$ cat config.mk
export PLATFORM = sky130hd
export DESIGN_NAME = vend_credit_ctrl
export DESIGN_NICKNAME = d
export VERILOG_FILES = /design/src/rtl/vend_credit_ctrl.sv
export SDC_FILE = /design/constraint.sdc
export NUM_CORES = 1
export LEC_CHECK = 0
export ABC_CLOCK_PERIOD_IN_PS = 3880
export CORE_ASPECT_RATIO = 0.9
export CORE_MARGIN = 3
export CORE_UTILIZATION = 54
export CTS_CLUSTER_DIAMETER = 60
export CTS_CLUSTER_SIZE = 10
export DETAILED_ROUTE_END_ITERATION = 10
export PLACE_DENSITY = 0.84
export SYNTH_ARGS = -nofsm -noshare
export SYNTH_HDL_FRONTEND = slang
export SYNTH_SLANG_ARGS = --single-unit
$ cat constraint.sdc
create_clock -name clk -period 3.88 [get_ports clk]
set_clock_uncertainty 0.2 [all_clocks]
set_input_delay 0.776 -clock clk [delete_from_list [all_inputs] [get_ports clk]]
set_output_delay 0.776 -clock clk [all_outputs]
set_load 0.02 [all_outputs]
$ cat src/rtl/vend_credit_ctrl.sv
// ---------------------------------------------------------------------------
// vend_credit_ctrl
//
// Purpose:
//   Sequences the external 4-bit credit Register of a vending machine. It
//   accepts coins, applies item prices, dispenses items and returns change
//   one credit unit at a time. The credit value itself lives only in the
//   external Register. This block writes it through reg_d/reg_en_n and reads
//   it back through credit_q. All outputs come straight from flops (Moore).
//
// Ports:
//   clk           in   1  clock, rising edge
//   clr           in   1  asynchronous reset, active low
//   coin_vld      in   1  coin present this cycle
//   coin_code     in   2  00=none, 01=1 unit, 10=2 units, 11=5 units
//   sel_vld       in   1  item selection request
//   sel           in   2  item index
//   cancel        in   1  refund request
//   credit_q      in   4  credit Register output
//   reg_d         out  4  credit Register data input
//   reg_en_n      out  1  credit Register load enable, active low
//   coin_ack      out  1  one-cycle pulse, coin accepted
//   dispense      out  1  one-cycle pulse, release item
//   item          out  2  item index, valid while dispense=1
//   change_pulse  out  1  one-cycle pulse per returned credit unit
//   err           out  1  one-cycle pulse, coin or selection rejected
//   busy          out  1  1 = inputs ignored this cycle
// ---------------------------------------------------------------------------
module vend_credit_ctrl #(
    parameter logic [3:0] PRICE_0    = 4'd3,
    parameter logic [3:0] PRICE_1    = 4'd5,
    parameter logic [3:0] PRICE_2    = 4'd7,
    parameter logic [3:0] PRICE_3    = 4'd9,
    parameter logic [3:0] CREDIT_MAX = 4'd15
) (
    input  logic       clk,
    input  logic       clr,
    input  logic       coin_vld,
    input  logic [1:0] coin_code,
    input  logic       sel_vld,
    input  logic [1:0] sel,
    input  logic       cancel,
    input  logic [3:0] credit_q,
    output logic [3:0] reg_d,
    output logic       reg_en_n,
    output logic       coin_ack,
    output logic       dispense,
    output logic [1:0] item,
    output logic       change_pulse,
    output logic       err,
    output logic       busy
);

    typedef enum logic [2:0] {
        INIT,
        ACCEPT,
        CWR,
        VEND,
        CHK,
        CHG
    } state_t;

    state_t     state;
    state_t     state_nxt;
    logic [3:0] reg_d_nxt;
    logic [1:0] item_nxt;
    logic       err_nxt;

    logic [3:0] price;
    logic [3:0] coin_val;
    logic [4:0] coin_sum;

    // Price of the currently requested item.
    always_comb begin
        price = PRICE_0;
        case (sel)
            2'd0:    price = PRICE_0;
            2'd1:    price = PRICE_1;
            2'd2:    price = PRICE_2;
            2'd3:    price = PRICE_3;
            default: price = PRICE_0;
        endcase
    end

    // Coin value and the new credit it would produce. The sum is one bit
    // wider so that an overflow past 15 is still visible to the limit check.
    always_comb begin
        coin_val = 4'd0;
        case (coin_code)
            2'b01:   coin_val = 4'd1;
            2'b10:   coin_val = 4'd2;
            2'b11:   coin_val = 4'd5;
            default: coin_val = 4'd0;
        endcase
        coin_sum = {1'b0, credit_q} + {1'b0, coin_val};
    end

    // Next-state logic and next values for the data-carrying outputs.
    // INIT stays put until its clearing write is actually on the bus.
    // Registered outputs only take effect one cycle after reset is released,
    // so INIT lasts two cycles.
    always_comb begin
        state_nxt = state;
        reg_d_nxt = reg_d;
        item_nxt  = item;
        err_nxt   = 1'b0;
        case (state)
            INIT: begin
                reg_d_nxt = 4'd0;
                if (!reg_en_n) begin
                    state_nxt = ACCEPT;
                end
            end
            ACCEPT: begin
                if (cancel) begin
                    if (credit_q != 4'd0) begin
                        reg_d_nxt = credit_q - 4'd1;
                        state_nxt = CHG;
                    end
                end else if (sel_vld) begin
                    if (credit_q >= price) begin
                        reg_d_nxt = credit_q - price;
                        item_nxt  = sel;
                        state_nxt = VEND;
                    end else begin
                        err_nxt = 1'b1;
                    end
                end else if (coin_vld && (coin_code != 2'b00)) begin
                    if (coin_sum <= {1'b0, CREDIT_MAX}) begin
                        reg_d_nxt = coin_sum[3:0];
                        state_nxt = CWR;
                    end else begin
                        err_nxt = 1'b1;
                    end
                end
            end
            CWR: begin
                state_nxt = ACCEPT;
            end
            VEND: begin
                state_nxt = CHK;
            end
            CHK: begin
                if (credit_q == 4'd0) begin
                    state_nxt = ACCEPT;
                end else begin
                    reg_d_nxt = credit_q - 4'd1;
                    state_nxt = CHG;
                end
            end
            CHG: begin
                state_nxt = CHK;
            end
            default: begin
                state_nxt = INIT;
            end
        endcase
    end

    // State and output registers. Outputs are computed from the next state,
    // so the write enable and the pulses line up with the state they belong to.
    always_ff @(posedge clk or negedge clr) begin
        if (!clr) begin
            state        <= INIT;
            reg_d        <= 4'd0;
            reg_en_n     <= 1'b1;
            item         <= 2'd0;
            coin_ack     <= 1'b0;
            dispense     <= 1'b0;
            change_pulse <= 1'b0;
            err          <= 1'b0;
            busy         <= 1'b1;
        end else begin
            state        <= state_nxt;
            reg_d        <= reg_d_nxt;
            item         <= item_nxt;
            reg_en_n     <= !((state_nxt == INIT) || (state_nxt == CWR) ||
                              (state_nxt == VEND) || (state_nxt == CHG));
            coin_ack     <= (state_nxt == CWR);
            dispense     <= (state_nxt == VEND);
            change_pulse <= (state_nxt == CHG);
            err          <= err_nxt;
            busy         <= (state_nxt != ACCEPT);
        end
    end

endmodule

==> results.md, run 1 <==
* Status: finished clean
* R2r setup slk at 1720 ps
* Met1 usage at 28.2%
* Post-synthesis register bit count at 15
* IO Count at 25
* Critical path class: input port to flip-flop
* XOR/XNOR Fraction of Synth Area at 5.36%
* Initial antenna violation count at 0
* Main flop type after synthesis: dfrtp_1
* Layout cells sized above 1 at 13.4%
* Sequential element share of the synthesized area at 33.0%
* Detailed-route vias per instance at 5.72
* Final Cycle Share at 89.0%
* Antenna diodes at 0
* Port Buffer Count at 24
* TritonCTS Sinks at 15
* Fill cells at 153
* DP Wirelength at 2000 um
* Compound-Gate Fraction of Synth Area at 19.5%
* Hold path depth at 1
* Cells on worst reg2reg path at 8
* Gr ovfl total at 0
* Fin crit period at 3450 ps
* Crit. End Element: flip-flop
* Inserted Clock Buffers at 3
* Crit start category: input port
* Setup total negative slack at 0 ps
* Mux cell area share after synthesis at 5.47%
* FF+latch area at 378 um^2
* Asr flop ratio synth at 100%
* Worst Hold Launch: reg_d[2]$_DFFE_PN0P_
* Post-CTS Resized at 0
* Met2 usage at 32.9%
* Final Max Slew Viols at 0
* Post-synth top area share at 28.4%
* R2r endpoint: item[0]$_DFFE_PN0P_
* Routed Antenna Nets at 0
* Vias in the first global route at 981
* RePlAce Congestion at 0.893
* Leak Pwr at 0.000638 uW
* DRC viols at 0
* CTS tree: built
* Post-synth EDFFs at 0
* Clock Path Buffers at 2
* Synth Area in Simple Gates at 14.8%
* First-pass detailed-route iteration total at 4
* Avg Inst Size Synth at 9.86 um^2
* All-Layer GR Usage at 21.7%
* Die area at 0.00271 mm^2
* Synth area leaders: dfrtp_1 (28%), ha_1 (9.8%), dfstp_2 (4.6%), nor2_1 (4.6%), a21oi_1 (4.4%)
* R2r startpoint: state[0]$_DFF_PN0_
* FMAX at 290 MHz
* Worst Path Max Fanout at 6
* Root Driver: clkbuf_4
* Syn_nets at 140
* Worst hold endpoint: reg_d[2]$_DFFE_PN0P_
* Mapped cell area at 0.00114 mm^2
* Initial core utilization at 58.6%
* WP data required at 3850 ps
* Rows at 15
* Multi-input gate area at 678 um^2
* Nets at 167
* Ys Warns at 0
* Largest family of logic cells by synthesized area: compound AO/OA/AOI/OAI gates
* Total core area at 0.00195 mm^2
* First-iteration detailed-routing DRC count at 17
* Maximum VDD drop at 561 uV
* Largest area contributor in the netlist: dfrtp_1
* Global-route wire length before repair at 4270 um
* Place WS at 183 ps
* H-tree depth at 1
* Most Crowded Layer GR: met2
* Setup ws final at 427 ps
* Chip height at 49.7 um
* Mapped Cells at 116
* Hold/Removal Path Class: flip-flop to flip-flop
* Routed len/inst at 15.2 um
* CP arrival at 3420 ps
* Routed wire length at 2530 um
* Adder-Cell Fraction of Synth Area at 14.2%
* Fin. Hold Viols at 0
* RSZ-0062 raised after global routing: false
* Latest clock arrival within the worst-skew pair at 280 ps
* Cell variety after synth at 42
* Maximum number of pins on one net before global-route repair at 16
* CTS clk-pin slew, worst paths at 80 ps
* Hold bufs inserted after CTS at 0
* Final setup vio count at 0
* Worst-margin pin slew at 616 ps
* PD cells at 605 mW/mm^2
* Area Overhead vs Synth at 23.3%
* Post-CTS Setup Inserts at 0
* Worst rel slew slack at 58.8%
* Die width at 54.5 um
* DR vias at 955
* Maxcap violations at 0
* GR Util met3 at 6.04%
-- Yosys cell counts, drive strengths merged (2+ instances only) --
master	number
mux2	4
o21a	2
ha	9
o21ai	4
and2	2
inv	11
dfrtp	13
o22ai	2
buf	3
xnor2	5
nor3	2
fa	2
a21o	2
a21oi	11
nand2b	4
nand2	5
dfstp	2
nor2	14
xor2	2
nand3	2
-- flip-flops by register name, indices dropped and copies added (netlist names) --
signal and count:
coin_ack 1, err 1, busy 1, dispense 1, state 3, reg_en_n 1, change_pulse 1, item 2
reg_d 4
-- through the flow --
step / std cells / utilization, % / instance area, um^2 / total power [uW] / hold WS, ps
finish: 167 / 72.2 / 1410 / 853 / 319
global route: 167 / 72.2 / 1410 / 921 / 345
CTS: 167 / 72.2 / 1410 / 860 / 323
detailed placement: 163 / 70.9 / 1380 / 769 / 299
global placement: 163 / 70.9 / 1380 / 756 / 301
floorplan: 116 / - / 1140 / 627 / 280
-- power by group --
group | total [uW] | switching (uW) | internal [uW] | leakage (uW)
Combinational | 490 | 244 | 246 | 0.000436
Clock | 85.7 | 45.8 | 39.9 | 0.0000150
Sequential | 278 | 54.5 | 223 | 0.000187
Total | 853 | 345 | 509 | 0.000638
-- layout by cell type, fill, tap and decap left out, drive strengths merged --
cell / count
a21o: 2
a21oi: 11
a22oi: 1
a31oi: 1
a32o: 1
and2: 2
and3: 1
buf: 2
clkbuf: 4
clkdlybuf4s50: 24
dfrtp: 13
dfstp: 2
fa: 2
ha: 9
inv: 11
maj3: 1
mux2: 4
mux2i: 1
nand2: 5
nand2b: 4
nand3: 2
nor2: 14
nor2b: 1
nor3: 2
o211a: 1
o211ai: 1
o21a: 2
o21ai: 4
o221ai: 1
o22a: 1
o22ai: 2
o2bb2a: 1
o31a: 1
or3b: 1
xnor2: 5
xor2: 2
-- critical path, cell delays in order --
cell and delay, ps:
clkdlybuf4s50_1 530, ha_1 200, inv_1 60, fa_1 400, nor2b_1 200, o21ai_0 150
a22oi_1 300, o22ai_4 150, nand3_4 150, inv_2 40, and2_4 160, mux2_4 290
-- kinds of logic after synthesis --
logic type	Yosys count
AND/OR/NAND/NOR	32
AO/OA/AOI/OAI	30
buffers and inverters	15
flip-flops	15
adder cells (fa/ha/maj)	12
XOR/XNOR	7
multiplexers	5
-- worst max-delay path by stage --
stage	from	end	slack, ps	cells after the start
2_1_floorplan	coin_code[0]	item[0]$_DFFE_PN0P_	890	12
3_3_place_gp	coin_code[0]	item[0]$_DFFE_PN0P_	340	12
3_5_place_dp	coin_code[0]	item[0]$_DFFE_PN0P_	180	12
4_1_cts	coin_code[0]	item[0]$_DFFE_PN0P_	460	12
5_1_grt	coin_code[0]	item[0]$_DFFE_PN0P_	300	12
6_report	coin_code[0]	item[0]$_DFFE_PN0P_	430	12
-- layer usage --
metal / wire, um / up-vias
met2: 1250 / 37
met4: 52 / 0
li1: - / 452
met3: 172 / 6
met5: 0 / -
met1: 1060 / 460
-- final cells by class --
cell class                 instances  share of cell area [%]
multi-input combinational         86                    48.1
tap                               25                    2.22
timing repair buffer              26                    18.1
sequential                        15                    26.8
clock buffer                       4                    1.86
inverter                          11                    2.93
Note: power is estimated with default switching activity, not from simulation.
==> run 2, diff against run 1 <==
--- a/config.mk
+++ b/config.mk
@@ -8,11 +8,13 @@
 export ABC_CLOCK_PERIOD_IN_PS = 3880
 export CORE_ASPECT_RATIO = 0.9
 export CORE_MARGIN = 3
-export CORE_UTILIZATION = 54
+export CORE_UTILIZATION = 66
 export CTS_CLUSTER_DIAMETER = 60
 export CTS_CLUSTER_SIZE = 10
 export DETAILED_ROUTE_END_ITERATION = 10
-export PLACE_DENSITY = 0.84
+export DONT_BUFFER_PORTS = 1
+export PLACE_DENSITY = 0.82
+export SLEW_MARGIN = 5
 export SYNTH_ARGS = -nofsm -noshare
 export SYNTH_HDL_FRONTEND = slang
 export SYNTH_SLANG_ARGS = --single-unit
==> run 2 against run 1 <==
  * Via count down 12%
  * Global-route usage up 2.6 points
  * Routed wire length down 8.1%
  * Die area down 16%
  * Core utilization up 3.9 points
  * First-iteration DRC count up 120%
  * Non-clock buffer count down 25
  * Critical path type unchanged
  * Largest power group is now registers
==> results.md, run 2 (synthesis results as in run 1) <==
* Latest clock arrival within the worst-skew pair at 290 ps
* Regs by FF count: reg_d (4), state (3), item (2)
* Setup ws final at 1050 ps
* RSZ-0062 raised after global routing: false
* Leak Pwr at 0.000541 uW
* Nets at 142
* Commonest non-fill, non-tap cell in the layout: nor2_1
* Slowest cell on the critical path: fa_1
* Gr ovfl total at 0
* Status: finished clean
* Sequential power share at 45.5%
* Crit start category: input port
* Die width at 49.9 um
* NetSw at 333 uW
* Rows at 13
* Total core area at 0.00153 mm^2
* Routed Antenna Nets at 0
* Post-CTS Setup Inserts at 0
* Overall power at 759 uW
* Combinational Power Share at 42.1%
* Setup total negative slack at 0 ps
* TritonCTS Sinks at 15
* Max FFs per register at 4
* All-Layer GR Usage at 24.3%
* Vias in the first global route at 833
* Crit. End Element: flip-flop
* FMAX at 353 MHz
* Largest Register: reg_d
* Place WS at 763 ps
* Maximum number of pins on one net before global-route repair at 14
* Routed wire length at 2330 um
* CTS tree: built
* Crit-path cells: ha_1, inv_1, fa_1, nor2b_1, o21ai_0, a22oi_1, o22ai_4, nand3_4, inv_2, and2_4, mux2_4
* IO Count at 25
* R2r startpoint: state[0]$_DFF_PN0_
* Layout cells sized above 1 at 15.4%
* Maximum VDD drop at 432 uV
* Root Driver: clkbuf_4
* Routed len/inst at 16.7 um
* Final Cycle Share at 73.0%
* Worst rel slew slack at 60.9%
* Area Overhead vs Synth at 1.86%
* Crit. Startpoint: credit_q[0]
* Pint at 425 uW
* Chip height at 45.5 um
* First-iteration detailed-routing DRC count at 38
* Global-route wire length before repair at 3980 um
* Clock network fraction of design power at 12.4%
* RePlAce Congestion at 0.881
* Most frequent cells in the layout: nor2_1 (14), dfrtp_1 (13), inv_1 (10), a21oi_1 (10), ha_1 (9)
* Fin area at 0.00116 mm^2
* Critical path class: input port to flip-flop
* Final Max Slew Viols at 0
* Sw frac at 44.0%
* First-pass detailed-route iteration total at 5
* H-tree depth at 1
* Detailed-route vias per instance at 6.02
* Inserted Clock Buffers at 3
* Initial antenna violation count at 0
* Worst Path Max Fanout at 8
* Antenna diodes at 0
* DP Wirelength at 1780 um
* Die area at 0.00227 mm^2
* Max incr delay on CP at 400 ps
* DRC viols at 0
* DP Area at 0.00112 mm^2
* Clock Path Buffers at 2
* CTS clk-pin slew, worst paths at 100 ps
* Fin crit period at 2830 ps
* Fin. Hold Viols at 0
* Port Buffer Count at 0
* PD cells at 651 mW/mm^2
* WP data required at 3870 ps
* Hold/Removal Path Class: input port to async pin
* Fill cells at 124
* DR vias at 837
* CP arrival at 2820 ps
* Final setup vio count at 0
* Maxcap violations at 0
* Worst-margin pin slew at 585 ps
* Initial core utilization at 74.8%
==> run 2: through the flow <==
step / instances / hold slack, ps / utilization [%]
after floorplan: 116 / 280 / -
after global placement: 134 / 281 / 73.6
after detailed placement: 134 / 281 / 73.6
after CTS: 139 / 109 / 76.2
after global routing: 139 / 77.9 / 76.2
final: 139 / 112 / 76.2
==> run 2: timing repair <==
item | CTS | global route
hold buffers | 1 | 0
hold endpoints to repair | 13 | 0
resized for setup | 0 | 0
==> run 2: final timing paths <==
path	endpoint	slack [ps]	cells past startpoint
setup / recovery	item[1]$_DFFE_PN0P_	1050	11
hold / removal	busy$_DFF_PN1_	110	0
setup reg to reg	item[1]$_DFFE_PN0P_	1690	8
hold reg to reg	reg_d[2]$_DFFE_PN0P_	460	1
max in group asynchronous	reg_d[3]$_DFFE_PN0P_	2380	1
min in group clk	item[0]$_DFFE_PN0P_	420	1
==> run 2: layer usage <==
metal,wire (um),part of all wire (%),GRT usage (%),vias up
li1,-,-,-,403
met1,972,42,28.7,406
met4,13,0.56,6.63,0
met5,0,0,0,-
met2,1210,52,43.5,26
met3,132,5.7,7.21,2
==> run 2: final cells by class <==
cell class                      instances  area, um^2  area share, %
Clock buffer                            3        22.5           1.93
Clock inverter                          1        7.51          0.644
Inverter                               11        41.3           3.54
Multi-Input combinational cell         86         678           58.2
Sequential cell                        15         378           32.4
Tap cell                               22        27.5           2.36
Timing Repair Buffer                    1        10.0          0.859
==> run 2: power by group through the flow <==
stage	Combinational, uW	Sequential (uW)	Clock (uW)
after floorplan	309	317	0
after global placement	302	344	0
after detailed placement	313	345	0
after CTS	316	343	94.7
after global routing	357	353	106
final	319	345	94.3
==> run 2: critical path: cells and delay by family <==
kind	cells	cell delay (ps)
multiplexers	1	290
buffers and inverters	2	90
adder cells (fa/ha/maj)	2	550
AND/OR/NAND/NOR	3	510
AO/OA/AOI/OAI	3	590
